File: src/rtl/flowing_light_pkg.sv
// Shared definitions for the flowing-light controller: run-mode and
// bounce-direction encodings plus the default prescaler divide ratio.
package flowing_light_pkg;

    typedef enum logic [1:0] {
        MODE_ROL    = 2'b00,
        MODE_ROR    = 2'b01,
        MODE_BOUNCE = 2'b10,
        MODE_FILL   = 2'b11
    } mode_e;

    typedef enum logic {
        DIR_UP   = 1'b0,
        DIR_DOWN = 1'b1
    } dir_e;

    localparam int unsigned DEFAULT_CLK_DIV = 32'd25_000_000;

endpackage

File: src/rtl/flowing_light_ctrl_prescaler.sv
// step_prescaler: free-running divide-by-CLK_DIV counter that flags the
// cycle on which the light pattern should advance. Counting freezes while
// en is low and resumes from the partial count.
// Optional build macro FLOWING_LIGHT_SPEED_SEL_EN adds a speed[1:0] input
// that divides the terminal count by 1/2/4/8 (floored at 1).
module step_prescaler
    import flowing_light_pkg::*;
#(
    parameter int unsigned CLK_DIV = DEFAULT_CLK_DIV,
    parameter int unsigned CNT_W   = 32
)(
    input  logic       clk,
    input  logic       rst_n,
    input  logic       en,
`ifdef FLOWING_LIGHT_SPEED_SEL_EN
    input  logic [1:0] speed,
`endif
    output logic       tick
);

    localparam logic [CNT_W-1:0] DIV_VAL = CNT_W'(CLK_DIV);

    logic [CNT_W-1:0] cnt_r;
    logic [CNT_W-1:0] tc_s;
    logic             hit_s;

`ifdef FLOWING_LIGHT_SPEED_SEL_EN
    logic [1:0]       speed_r;
    logic [CNT_W-1:0] shifted_s;

    // Sample the speed select every cycle; the new rate takes effect next cycle.
    always_ff @(posedge clk or negedge rst_n) begin
        if (!rst_n) begin
            speed_r <= 2'b00;
        end else begin
            speed_r <= speed;
        end
    end

    // Terminal count for the selected rate, never allowed below 1.
    always_comb begin
        shifted_s = DIV_VAL >> speed_r;
        if (shifted_s < CNT_W'(32'd2)) begin
            tc_s = CNT_W'(32'd1);
        end else begin
            tc_s = shifted_s - CNT_W'(32'd1);
        end
    end
`else
    // Fixed terminal count.
    always_comb begin
        tc_s = DIV_VAL - CNT_W'(32'd1);
    end
`endif

    // Greater-or-equal so a rate increase that overtakes cnt still ticks.
    assign hit_s = (cnt_r >= tc_s);
    assign tick  = en & hit_s;

    // Prescaler counter: wraps at the terminal count, holds while paused.
    always_ff @(posedge clk or negedge rst_n) begin
        if (!rst_n) begin
            cnt_r <= '0;
        end else if (en) begin
            if (hit_s) begin
                cnt_r <= '0;
            end else begin
                cnt_r <= cnt_r + CNT_W'(32'd1);
            end
        end else begin
            cnt_r <= cnt_r;
        end
    end

endmodule

File: src/rtl/flowing_light_ctrl.sv
// flowing_light_ctrl: N_LED-wide flowing light with rotate-left,
// rotate-right, bounce and fill-bar modes plus run/pause. Exports the
// current position and a one-cycle step strobe aligned with new LED values.
// Optional build macro FLOWING_LIGHT_SPEED_SEL_EN adds a speed[1:0] input.
module flowing_light_ctrl
    import flowing_light_pkg::*;
#(
    parameter int unsigned N_LED   = 4,
    parameter int unsigned CLK_DIV = DEFAULT_CLK_DIV,
    parameter int unsigned CNT_W   = 32,
    parameter int unsigned POS_W   = (N_LED > 1) ? $clog2(N_LED) : 1
)(
    input  logic             clk,
    input  logic             rst_n,
    input  logic             en,
    input  logic [1:0]       mode,
`ifdef FLOWING_LIGHT_SPEED_SEL_EN
    input  logic [1:0]       speed,
`endif
    output logic [N_LED-1:0] led,
    output logic [POS_W-1:0] pos,
    output logic             step
);

    localparam logic [POS_W-1:0] LAST_POS = POS_W'(N_LED - 1);
    localparam logic [POS_W-1:0] ONE_POS  = POS_W'(32'd1);

    logic             advance_s;
    mode_e            mode_s;
    dir_e             eff_dir_s;
    dir_e             nxt_dir_s;
    logic [POS_W-1:0] nxt_pos_s;

    mode_e            mode_r;
    dir_e             dir_r;
    logic [POS_W-1:0] pos_r;
    logic [N_LED-1:0] led_r;
    logic             step_r;

    // One-hot for the moving-dot modes, thermometer [p:0] for fill.
    function automatic logic [N_LED-1:0] encode_led(input mode_e m, input logic [POS_W-1:0] p);
        logic [N_LED-1:0] v;
        v = '0;
        for (int i = 0; i < N_LED; i++) begin
            if (m == MODE_FILL) begin
                v[i] = (i <= int'(p));
            end else begin
                v[i] = (i == int'(p));
            end
        end
        return v;
    endfunction

    step_prescaler #(
        .CLK_DIV (CLK_DIV),
        .CNT_W   (CNT_W)
    ) u_prescaler (
        .clk   (clk),
        .rst_n (rst_n),
        .en    (en),
`ifdef FLOWING_LIGHT_SPEED_SEL_EN
        .speed (speed),
`endif
        .tick  (advance_s)
    );

    // Next position/direction for the mode presented at this advance.
    always_comb begin
        mode_s    = mode_e'(mode);
        nxt_pos_s = pos_r;
        nxt_dir_s = dir_r;
        if ((mode_s == MODE_BOUNCE) && (mode_r != MODE_BOUNCE)) begin
            eff_dir_s = (pos_r == LAST_POS) ? DIR_DOWN : DIR_UP;
        end else begin
            eff_dir_s = dir_r;
        end

        if (N_LED == 1) begin
            nxt_pos_s = '0;
        end else begin
            case (mode_s)
                MODE_ROL, MODE_FILL: begin
                    if (pos_r >= LAST_POS) begin
                        nxt_pos_s = '0;
                    end else begin
                        nxt_pos_s = pos_r + ONE_POS;
                    end
                end
                MODE_ROR: begin
                    if ((pos_r == '0) || (pos_r > LAST_POS)) begin
                        nxt_pos_s = LAST_POS;
                    end else begin
                        nxt_pos_s = pos_r - ONE_POS;
                    end
                end
                MODE_BOUNCE: begin
                    if ((eff_dir_s == DIR_UP) && (pos_r < LAST_POS)) begin
                        nxt_pos_s = pos_r + ONE_POS;
                    end else if ((eff_dir_s == DIR_DOWN) && (pos_r != '0) && (pos_r <= LAST_POS)) begin
                        nxt_pos_s = pos_r - ONE_POS;
                    end else if (pos_r == '0) begin
                        nxt_pos_s = ONE_POS;
                    end else begin
                        nxt_pos_s = LAST_POS - ONE_POS;
                    end
                    // Direction flips on the very advance that reaches an end.
                    if (nxt_pos_s == LAST_POS) begin
                        nxt_dir_s = DIR_DOWN;
                    end else if (nxt_pos_s == '0) begin
                        nxt_dir_s = DIR_UP;
                    end else if (nxt_pos_s > pos_r) begin
                        nxt_dir_s = DIR_UP;
                    end else begin
                        nxt_dir_s = DIR_DOWN;
                    end
                end
                default: begin
                    nxt_pos_s = '0;
                end
            endcase
        end
    end

    // Pattern state: updates only on an advance; step marks the new values.
    always_ff @(posedge clk or negedge rst_n) begin
        if (!rst_n) begin
            mode_r <= MODE_ROL;
            dir_r  <= DIR_UP;
            pos_r  <= '0;
            led_r  <= N_LED'(32'd1);
            step_r <= 1'b0;
        end else if (advance_s) begin
            mode_r <= mode_s;
            dir_r  <= nxt_dir_s;
            pos_r  <= nxt_pos_s;
            led_r  <= encode_led(mode_s, nxt_pos_s);
            step_r <= 1'b1;
        end else begin
            step_r <= 1'b0;
        end
    end

    assign led  = led_r;
    assign pos  = pos_r;
    assign step = step_r;

endmodule

File: config.mk
export PLATFORM = sky130hd
export DESIGN_NAME = flowing_light_ctrl
export DESIGN_NICKNAME = d
export VERILOG_FILES = /design/src/rtl/flowing_light_pkg.sv /design/src/rtl/flowing_light_ctrl_prescaler.sv /design/src/rtl/flowing_light_ctrl.sv
export SDC_FILE = /design/constraint.sdc
export NUM_CORES = 1
export LEC_CHECK = 0
export BUFFER_PORTS_ARGS = -buffer_cell sky130_fd_sc_hd__buf_2
export CAP_MARGIN = 30
export CORE_MARGIN = 1
export CORE_UTILIZATION = 58
export DETAILED_ROUTE_END_ITERATION = 10
export PLACE_DENSITY_LB_ADDON = 0.2
export RECOVER_POWER = 50
export SETUP_SLACK_MARGIN = 0.3
export SLEW_MARGIN = 0
export SYNTH_ARGS = -nofsm -noshare
export SYNTH_HDL_FRONTEND = slang
export SYNTH_SLANG_ARGS = --single-unit
File: constraint.sdc
create_clock -name clk -period 6 [get_ports clk]
set_input_delay 0.3 -clock clk [delete_from_list [all_inputs] [get_ports clk]]
set_output_delay 0.3 -clock clk [all_outputs]
set_load 0.02 [all_outputs]
==> results of run 1 <==
[cells in the final DEF, fill, tap and decap left out, drive strengths merged, types with 2 or more instances in the layout]
cell and count:
a211oi 2, nand4b 2, o211ai 2, xor2 18
nand2b 3, ha 8, inv 11, nand3 8
and3 5, o21ai 6, nand3b 2, buf 8
nor2 39, and4 4, xnor2 5, clkbuf 10
nand2 17, mux2i 3, dfrtp 41, nor4 3
nand4 6, nor3 5, a31oi 6, a21oi 10
mux2 3
[power by group]
part           internal (mW)  total [mW]  switching (mW)
clock                  0.133       0.225          0.0915
sequential             0.302       0.322          0.0198
combinational         0.0316      0.0733          0.0417
[final cells by class]
class / count / area [um^2]
clock buffers: 6 / 82.58
clock inverters: 1 / 30.03
fillers: 310 / 1250
inverters: 11 / 41.29
multi-input cells: 170 / 1087
flip-flops and latches: 42 / 1052
well taps: 48 / 60.06
repair buffers: 12 / 57.56
[registers in the layout, summed over array words and instances, names as in the netlist]
name / flops
u_prescaler.cnt_r: 32
dir_r: 1
led: 4
pos: 2
step: 1
mode_r: 2
[path summary, 6_finish.rpt]
kind                                                    endpoint  cells after the start                         startpoint  slack [ps]
worst min register to register  u_prescaler.cnt_r[0]$_DFFE_PN0P_                      1   u_prescaler.cnt_r[0]$_DFFE_PN0P_         510
worst max-delay path                          led[2]$_DFFE_PN0P_                      6  u_prescaler.cnt_r[15]$_DFFE_PN0P_        3470
worst max register to register                led[2]$_DFFE_PN0P_                      6  u_prescaler.cnt_r[15]$_DFFE_PN0P_        3470
min in group asynchronous       u_prescaler.cnt_r[3]$_DFFE_PN0P_                      1                              rst_n         620
max in group asynchronous                  mode_r[1]$_DFFE_PN0P_                      1                              rst_n        4170
worst min-delay path            u_prescaler.cnt_r[0]$_DFFE_PN0P_                      2                                 en         270
[metal layers]
layer / vias up / share of wire / wire, um / GRT usage
met2: 23 / 0.45 / 1762 / 0.3551
met3: 7 / 0.037 / 143 / 0.05797
li1: 826 / - / - / -
met1: 769 / 0.49 / 1915 / 0.3006
met4: 0 / 0.018 / 70 / 0.09943
met5: - / 0 / 0 / 0
[critical path, cell delays in order, from the launching register on]
cell and delay [ps]:
dfrtp_1 460, nor2_1 70, nor4b_1 400, a211oi_2 180, nor3_4 520, buf_4 410
mux2_2 370
[through the flow]
| stage | utilization | instance area (um^2) | total power [mW] | instances |
|---|---|---|---|---|
| finish | 0.6586 | 2411 | 0.6196 | 290 |
| global route | 0.6586 | 2411 | 0.6498 | 290 |
| CTS | 0.6599 | 2416 | 0.6270 | 290 |
| detailed placement | 0.6292 | 2303 | 0.4013 | 283 |
| global placement | 0.6292 | 2303 | 0.3990 | 283 |
| floorplan | - | 2198 | 0.3767 | 228 |
[cells by family (layout without fill, tap and decap cells)]
family,count (synthesis),in the layout,share of synthesized area
adders and majority gates,8,8,0.04553
DFF,42,42,0.4787
muxes,6,6,0.02903
xor gates and xnor gates,23,23,0.09163
AOI/OAI and AO/OA,34,34,0.1002
and+or+nand+nor,99,99,0.2254
buffers and inverters,16,30,0.02959
==> summary.md, run 1 <==
| Metric | Value |
|---|---|
| Initial Utilization | 0.6005 |
| Final setup violation count | 0 |
| Fin crit period | 2530 ps |
| Clock-pin transition on the worst setup and hold timing paths | 80 ps |
| Worst Path Class, Setup | register to register |
| Setup WS pre-CTS | 3489 ps |
| Synthesized area per cell | 9.642 um^2 |
| PD cells | 257.0 nW/um^2 |
| Via/cell ratio | 5.603 |
| Net count after synthesis | about 240 |
| First-pass GRT wire length | 6955 um |
| Routed vias | 1,625 |
| Initial antenna violation count | 0 |
| EDFF count, synth | 0 |
| GRT overflow | 0 |
| Root buf cell | clkbuf_8 |
| Synth top area cells | dfrtp_1 47%, xor2_1 7.2%, nor2_1 6.7%, ha_1 4.6%, nand2_1 2.9% |
| Global router's overall resource usage | 0.2282 |
| Max_slew headroom | -0.4177 |
| DR iter-0 viols | 80 |
| Critical path capture point type | register |
| Top Ports | 12 |
| Worst Skew | about 5.6 ps |
| Max_cap viols | 1 |
| Unique cell type count in the Yosys netlist | 43 |
| DP Wirelength | between 2000 and 3000 um |
| Post_cts resized | 0 |
| Hold buffers post-CTS | 0 |
| RSZ-0062 raised after global routing | false |
| Worst vdd ir | 0.1873 mV |
| Critical path launch point type | register |
| Tcrit/Tclk final | 0.4217 |
| Clock sinks | 42 |
| H-tree levels | 2 |
| DRT Wirelength | 3892 um |
| GPL Wtd Cong | 0.7785 |
| Commonest cells post-synth | 41 x dfrtp_1, 39 x nor2_1, 18 x xor2_1, 17 x nand2_1, 11 x inv_1 |
| Buffers added on ports | 11 |
| Leading area contributor after synthesis | dfrtp_1 |
| #FFs+latches synth | 42 |
| Core ar. | 3661 um^2 |
| Sequential area share after synthesis | 0.4787 |
| Drt drc | 0 |
| CTS Buf Count | 5 |
| Ys async rst share | 1.000 |
| Failing checks | max-capacitance violations, max-slew violations |
| DIE WIDTH | 63.57 um |
| Worst-margin pin slew | 2127 ps |
| Synth warnings | 0 |
| Die height | 63.57 um |
| Post-layout nets | 255 |
| Cell count after synthesis | 228 |
| Largest net degree at the start of global routing | 43 |
| Setup ws final | 3470 ps |
| Antenna Cells | 0 |
| Post-synth top flop | dfrtp_1 |
| Clk_lat worst skew | 290 ps |
| Die area | 4041 um^2 |
| Per-cell routed wire length | roughly 13 um |
| Layout area overhead | 9.675% |
| CTS Buffer Depth | 2 |
| Hold slack | 274.9 ps |
| Hold crit path type | primary input to register |
| Num rows | 22 |
| CTS tree | done |
| Hold Fails Final Rpt | 0 |
| DR pass1 iterations | 4 |
| Crit path DAT | 2710 ps |
| Max Fanout on Critical Path | 30 |
| Fin Setup TNS | 0 ps |
| Outcome | finished with violations |
| Synth top area share | 0.4667 |
| Setup repair bufs after CTS | 0 |
| Share of cells above drive strength 1 | 0.09917 |
| Post-DRT Antenna Nets | 0 |
| Leakage | 1.150 nW |
| Max Fclk | 0.3952 GHz |
| Cell with the most instances after synthesis | dfrtp_1 |
| Fin. max-slew vios | 43 |
| CP required | ~6200 ps |
| Vias in the first global route | 1,610 |
| Synthesized cell area | 2198 um^2 |
(Power assumes the default switching activity.)
==> inputs of run 2 (changes only) <==
--- a/config.mk
+++ b/config.mk
@@ -5,6 +5,7 @@
 export SDC_FILE = /design/constraint.sdc
 export NUM_CORES = 1
 export LEC_CHECK = 0
+export ABC_AREA = 1
 export BUFFER_PORTS_ARGS = -buffer_cell sky130_fd_sc_hd__buf_2
 export CAP_MARGIN = 30
 export CORE_MARGIN = 1
==> constraint.sdc (replaced) <==
create_clock -name clk -period 2.5 [get_ports clk]
set_input_delay 0.125 -clock clk [delete_from_list [all_inputs] [get_ports clk]]
set_output_delay 0.125 -clock clk [all_outputs]
set_load 0.02 [all_outputs]
==> run 2 against run 1 <==
  * The run now ends clean
  * Global-route usage grew 2.2 points
  * Sequential power grew to 2.7 times the previous value
  * Register-to-register slack lost 2900 ps
  * Clock-buffer cell count grew 1
  * Clock power grew 140%
  * Sequential share of layout area shrank 4.8 points
  * Power grew to 3.0 times the previous value
  * Setup slack lost 2900 ps
  * Sequential cell count is the same
==> summary.md, run 2 <==
| Metric | Value |
|---|---|
| Max Fclk | 0.5274 GHz |
| Post-DRT Antenna Nets | 0 |
| Crit path largest cell delay | 410 ps |
| Hold Fails Final Rpt | 0 |
| Clock power frac | 0.287 |
| Top Ports | 12 |
| Tcrit/Tclk final | 0.7584 |
| Worst vdd ir | approximately 0.42 mV |
| Flop pwr share | 0.466 |
| Largest net degree at the start of global routing | 43 |
| Root buf cell | clkbuf_8 |
| Fin. max-slew vios | 0 |
| GRT overflow | 0 |
| Setup repair bufs after CTS | 0 |
| Cell with the most instances after synthesis | nand2_1 |
| Hold crit path type | primary input to register |
| CTS Buf Count | 5 |
| Internal power | 1.229 mW |
| Leakage | 1.427 nW |
| Max_cap viols | 0 |
| Unique cell type count in the Yosys netlist | 29 |
| Worst Skew | a little over 4 ps |
| # fillers | 363 |
| Most frequent cells in the layout | 85 x nand2_1, 54 x inv_1, 41 x dfrtp_1 |
| DR iter-0 viols | 120 |
| RSZ-0062 raised after global routing | false |
| Outcome | completed |
| CTS Buffer Depth | 2 |
| Clock-pin transition on the worst setup and hold timing paths | 80 ps |
| Sw power | 0.6315 mW |
| Global router's overall resource usage | 0.2503 |
| Setup WS pre-CTS | 623.7 ps |
| Layout area overhead | 6.499% |
| PD cells | 687.4 nW/um^2 |
| Synthesized cell area | ~2500 um^2 |
| Fin Setup TNS | 0 ps |
| Max_slew headroom | 0.3072 |
| Leading area contributor after synthesis | dfrtp_1 |
| Net Sw Frac | 0.3394 |
| Crit path DAT | 2090 ps |
| Max Fanout on Critical Path | 5 |
| Die area | between 4000 and 5000 um^2 |
| Commonest cells post-synth | 85 x nand2_1, 54 x inv_1, 41 x dfrtp_1, 39 x nor2_1, 17 x nand3_1 |
| Slack of the worst reg-to-reg path | 600 ps |
| Num rows | 23 |
| Die height | 68.19 um |
| Share of cells above drive strength 1 | 0.1239 |
| Sequential area share after synthesis | 0.4141 |
| Hold buffers post-CTS | 1 |
| CTS tree | done |
| Commonest non-fill, non-tap cell in the layout | nand2_1 |
| Cell count after synthesis | 333 |
| Largest Register | u_prescaler.cnt_r |
| Combinational share of power | 0.247 |
| Per-cell routed wire length | about 13 um |
| Slowest cell on the critical path | dfrtp_1 |
| Ys async rst share | 1.000 |
| Critical path launch point type | register |
| Synth warnings | 0 |
| Worst Path Class, Setup | register to register |
| Synth top area cells | dfrtp_1 40%, nand2_1 13%, inv_1 8.0%, nor2_1 5.8%, ha_1 3.9% |
| Drt drc | 0 |
| Critical path capture point type | register |
| Net count after synthesis | 346 |
| Setup ws final | approximately 600 ps |
| Final setup violation count | 0 |
| Synthesized area per cell | 7.631 um^2 |
| Initial antenna violation count | 0 |
| Synth top area share | 0.4037 |
| Post-layout nets | between 300 and 400 |
| Hold slack | roughly 120 ps |
| Worst-margin pin slew | 1039 ps |
| Clock sinks | between 40 and 50 |
| First-pass GRT wire length | 8487 um |
| EDFF count, synth | 0 |
| GPL Wtd Cong | 0.8820 |
| Cells along the critical path | inv_1 > ha_1 > nand3_1 > nand2_1 > ha_1 > nand2_1 > nand2_1 > a21oi_1 > a21oi_1 > nand2_1 > nand2_1 |
| Clk_lat worst skew | 300 ps |
| Post-synth top flop | dfrtp_1 |
| Via/cell ratio | 5.161 |
| DRT Wirelength | 5041 um |
| Most used cell, CP | nand2_1 |
| Initial Utilization | 0.6175 |
| Largest register FFs | 32 |
| Core ar. | 4115 um^2 |
| Routed vias | a little over 2,000 |
| Buffers added on ports | 11 |
| Post_cts resized | 0 |
| CP required | between 2000 and 3000 ps |
| #FFs+latches synth | 42 |
| Fin crit period | 1896 ps |
| DP Wirelength | 3718 um |
| DR pass1 iterations | 4 |
| Antenna Cells | 0 |
| DIE WIDTH | around 68 um |
| H-tree levels | 2 |
| Vias in the first global route | between 1,500 and 2,000 |
run 2: cell types whose count changed after synthesis, moves of 6 or more:
cell     previous run  this run
inv_1              11        54
xor2_1             18         3
nand3_1             8        17
nand2_1            17        85
a31oi_1             6         0
nor3_1              4        11
o21ai_0             3        10
run 2: area by class of cell:
| class | instances | area (um^2) | share of cell area |
|---|---|---|---|
| flip-flops and latches | 42 | 1052 | 0.3888 |
| clock buffers | 7 | 76.32 | 0.02820 |
| inverters | 59 | 221.5 | 0.08183 |
| well taps | 50 | 62.56 | 0.02312 |
| multi-input cells | 226 | 1207 | 0.4461 |
| repair buffers | 12 | 56.30 | 0.02080 |
| clock inverters | 1 | 30.03 | 0.01110 |
run 2: logic make-up after synthesis:
family	Yosys count	share of synthesized area
AND/OR/NAND/NOR	178	0.3338
buffers and inverters	65	0.1108
flip-flops	42	0.4141
AO/OA/AOI/OAI	35	0.08469
adder cells (fa/ha/maj)	8	0.03939
XOR/XNOR	5	0.01724
run 2: worst paths after layout:
path	start	cells after the start	end
min	mode[1]	3	mode_r[1]$_DFFE_PN0P_
max in group asynchronous	rst_n	2	u_prescaler.cnt_r[21]$_DFFE_PN0P_
min reg2reg	u_prescaler.cnt_r[29]$_DFFE_PN0P_	2	u_prescaler.cnt_r[29]$_DFFE_PN0P_
min in group asynchronous	rst_n	2	mode_r[1]$_DFFE_PN0P_
max reg2reg	pos[0]$_DFFE_PN0P_	11	dir_r$_DFFE_PN0P_
max	pos[0]$_DFFE_PN0P_	11	dir_r$_DFFE_PN0P_
run 2: metal layers:
layer | track usage | wire length, um
met1 | 0.2944 | 2349
met2 | 0.4228 | 2381
met3 | 0.05833 | 169
met4 | 0.1276 | 141
met5 | 0 | 0
run 2: stage by stage:
stage	util	area, um^2	cells	total power, mW
floorplan	-	2541	333	1.230
global placement	0.6315	2599	388	1.320
detailed placement	0.6315	2599	388	1.341
CTS	0.6598	2715	397	1.873
global route	0.6576	2706	397	1.970
finish	0.6576	2706	397	1.860
run 2: critical path: cells and delay by family (launching register included):
| family | cells | cell delay [ps] |
|---|---|---|
| AOI/OAI and AO/OA | 2 | 210 |
| adders and majority gates | 2 | 620 |
| buffers and inverters | 1 | 110 |
| DFF | 1 | 410 |
| and+or+nand+nor | 6 | 460 |
run 2: power groups by stage:
stage / sequential [mW] / combinational [mW] / clock (mW)
after global routing: 0.878 / 0.528 / 0.564
final: 0.866 / 0.460 / 0.534
after floorplan: 0.888 / 0.342 / 0
after CTS: 0.865 / 0.467 / 0.541
after detailed placement: 0.877 / 0.463 / 0
after global placement: 0.874 / 0.447 / 0
==> inputs of run 3 (changes only) <==
--- a/config.mk
+++ b/config.mk
@@ -5,7 +5,7 @@
 export SDC_FILE = /design/constraint.sdc
 export NUM_CORES = 1
 export LEC_CHECK = 0
-export ABC_AREA = 1
+export ABC_AREA = 0
 export BUFFER_PORTS_ARGS = -buffer_cell sky130_fd_sc_hd__buf_2
 export CAP_MARGIN = 30
 export CORE_MARGIN = 1
==> constraint.sdc (replaced) <==
create_clock -name clk -period 1.76 [get_ports clk]
set_input_delay 0.088 -clock clk [delete_from_list [all_inputs] [get_ports clk]]
set_output_delay 0.088 -clock clk [all_outputs]
set_load 0.02 [all_outputs]
==> run 3 against run 2 <==
  * The run now ends with negative setup slack left
  * Utilization grew 19 points
  * Sequential cell count is the same
  * Power grew 17%
  * Combinational power grew 12%
  * Critical path type unchanged
  * First-iteration DRC count grew 9.2%
  * Die area shrank 13%
  * Register-to-register slack lost 1000 ps
  * Sequential share of layout area shrank 4.9 points
  * Final area grew 15%
  * Setup slack lost 1000 ps
  * Via count shrank 3.7%
  * Critical endpoint is now led[2]$_DFFE_PN0P_
  * Critical path depth shrank 5
==> summary.md, run 3 (synthesis gave the netlist of run 1 again) <==
| Metric | Value |
|---|---|
| H-tree levels | 2 |
| GRT overflow | 0 |
| GPL Wtd Cong | around 0.80 |
| Buffers added on ports | 11 |
| Net Sw Frac | 0.2857 |
| Sw power | 0.6238 mW |
| Antenna Cells | 0 |
| Largest Register | u_prescaler.cnt_r |
| Placement Cell Area | 2678 um^2 |
| Top Ports | 12 |
| Post-DRT Antenna Nets | 0 |
| Largest register FFs | 32 |
| Largest net degree at the start of global routing | 27 |
| Die height | roughly 64 um |
| Num rows | 22 |
| Post-layout nets | 314 |
| Root buf cell | clkbuf_8 |
| Worst vdd ir | 0.5005 mV |
| PnR Total Power | 2.183 mW |
| Clk_lat worst skew | 300 ps |
| Internal power | around 1.6 mW |
| Critical path capture point type | register |
| CTS Buffer Depth | 2 |
| Initial Utilization | 0.6005 |
| CTS Buf Count | 5 |
| Die area | 4041 um^2 |
| RSZ-0062 raised after global routing | true |
| Failing checks | negative setup slack |
| Global router's overall resource usage | 0.2571 |
| Worst Path Class, Setup | register to register |
| Clock-pin transition on the worst setup and hold timing paths | 80 ps |
| Via/cell ratio | 5.637 |
| CTS tree | done |
| Core ar. | 3661 um^2 |
| Critical path launch point type | register |
| Share of cells above drive strength 1 | 0.3974 |
| Hold Fails Final Rpt | 0 |
| Most frequent cells in the layout | 48 x buf_4, 39 x dfrtp_1, 18 x xor2_1 |
| Hold slack | 114.9 ps |
| Drt drc | 0 |
| CP required | just under 2000 ps |
| Final instance area | 3107 um^2 |
| Outcome | finished with violations |
| Max_cap viols | 0 |
| Leakage | 1.449 nW |
| Setup ws final | -417.5 ps |
| Initial antenna violation count | 0 |
| Routed vias | 1,973 |
| Combinational share of power | 0.235 |
| DRT Wirelength | 5903 um |
| Layout area overhead | 41.32% |
| Fin. max-slew vios | 0 |
| Commonest non-fill, non-tap cell in the layout | buf_4 |
| # fillers | 222 |
| Hold crit path type | primary input to register |
| Max Fclk | around 0.46 GHz |
| Clock power frac | 0.275 |
| Fin Setup TNS | -14,290 ps |
| Setup WS pre-CTS | -370.7 ps |
| Max Fanout on Critical Path | 5 |
| Tcrit/Tclk final | 1.237 |
| Clock sinks | 42 |
| PD cells | ~700 nW/um^2 |
| DR pass1 iterations | 4 |
| Worst Skew | 6.672 ps |
| DIE WIDTH | 63.57 um |
| Worst-margin pin slew | roughly 900 ps |
| Fin crit period | between 2000 and 2500 ps |
| DP Wirelength | 3410 um |
| First-pass GRT wire length | 8017 um |
| Crit path DAT | 2360 ps |
| Flop pwr share | 0.490 |
| Final setup violation count | 42 |
| Per-cell routed wire length | about 17 um |
| Vias in the first global route | about 1,800 |
| DR iter-0 viols | 131 |
| Max_slew headroom | 0.4030 |
## run 3: changes by cell type in the layout (fill, tap and decap cells not counted), moves of 11 or more
cell,before,now
buf_4,0,48
inv_1,54,9
nand2_1,85,16
nor2_1,39,16
nor2_4,5,16
xor2_1,3,18
## run 3: layout make-up
cell class	count	area [um^2]	share of cell area
timing repair buffer	69	548.0	0.1764
multi-input combinational	172	1320	0.4249
clock inverter	2	10.01	0.003222
inverter	11	41.29	0.01329
tap	48	60.06	0.01933
sequential	42	1055	0.3395
clock buffer	6	72.57	0.02336
## run 3: critical path: stages (launching register included)
cell and delay [ps]:
dfrtp_1 400, or4_1 530, a311o_1 320, a211oi_2 210
buf_4 200, nor3_4 80, mux2_4 320
## run 3: final timing paths
path / startpoint / endpoint / cells past startpoint / slack [ps]
setup / recovery: u_prescaler.cnt_r[15]$_DFFE_PN0P_ / led[2]$_DFFE_PN0P_ / 6 / -420
hold / removal: en / u_prescaler.cnt_r[0]$_DFFE_PN0P_ / 2 / 110
setup reg to reg: u_prescaler.cnt_r[15]$_DFFE_PN0P_ / led[2]$_DFFE_PN0P_ / 6 / -420
hold reg to reg: u_prescaler.cnt_r[31]$_DFFE_PN0P_ / u_prescaler.cnt_r[31]$_DFFE_PN0P_ / 2 / 510
max in group asynchronous: rst_n / led[0]$_DFFE_PN1P_ / 3 / 320
min in group asynchronous: rst_n / u_prescaler.cnt_r[9]$_DFFE_PN0P_ / 2 / 430
## run 3: metal layers
metal	global-route usage	wire length, um	part of all wire
met5	0	0	0
met2	0.4282	3146	0.53
met4	0.08807	68	0.012
met3	0.04348	176	0.030
met1	0.3365	2512	0.43
## run 3: stage by stage
stage,util,std cells
6_report,0.8486,350
3_3_place_gp,0.7314,332
2_1_floorplan,-,228
3_5_place_dp,0.7314,332
5_1_grt,0.8486,350
4_1_cts,0.7738,345
## run 3: timing repair
item / in CTS / in global routing
gates resized for setup: 9 / 54
pin swaps: 3 / 25
gates cloned: 1 / 4
hold endpoints to repair: 16 / 0
hold buffers: 1 / 0
endpoints found under the setup margin: 42 / 42
buffers inserted: 3 / 1
## run 3: power by group through the flow
stage | clock network [mW] | registers, mW | logic (mW)
floorplan | 0 | 1.11 | 0.176
global placement | 0 | 1.08 | 0.406
detailed placement | 0 | 1.08 | 0.416
CTS | 0.611 | 1.07 | 0.428
global route | 0.640 | 1.07 | 0.561
finish | 0.601 | 1.07 | 0.513
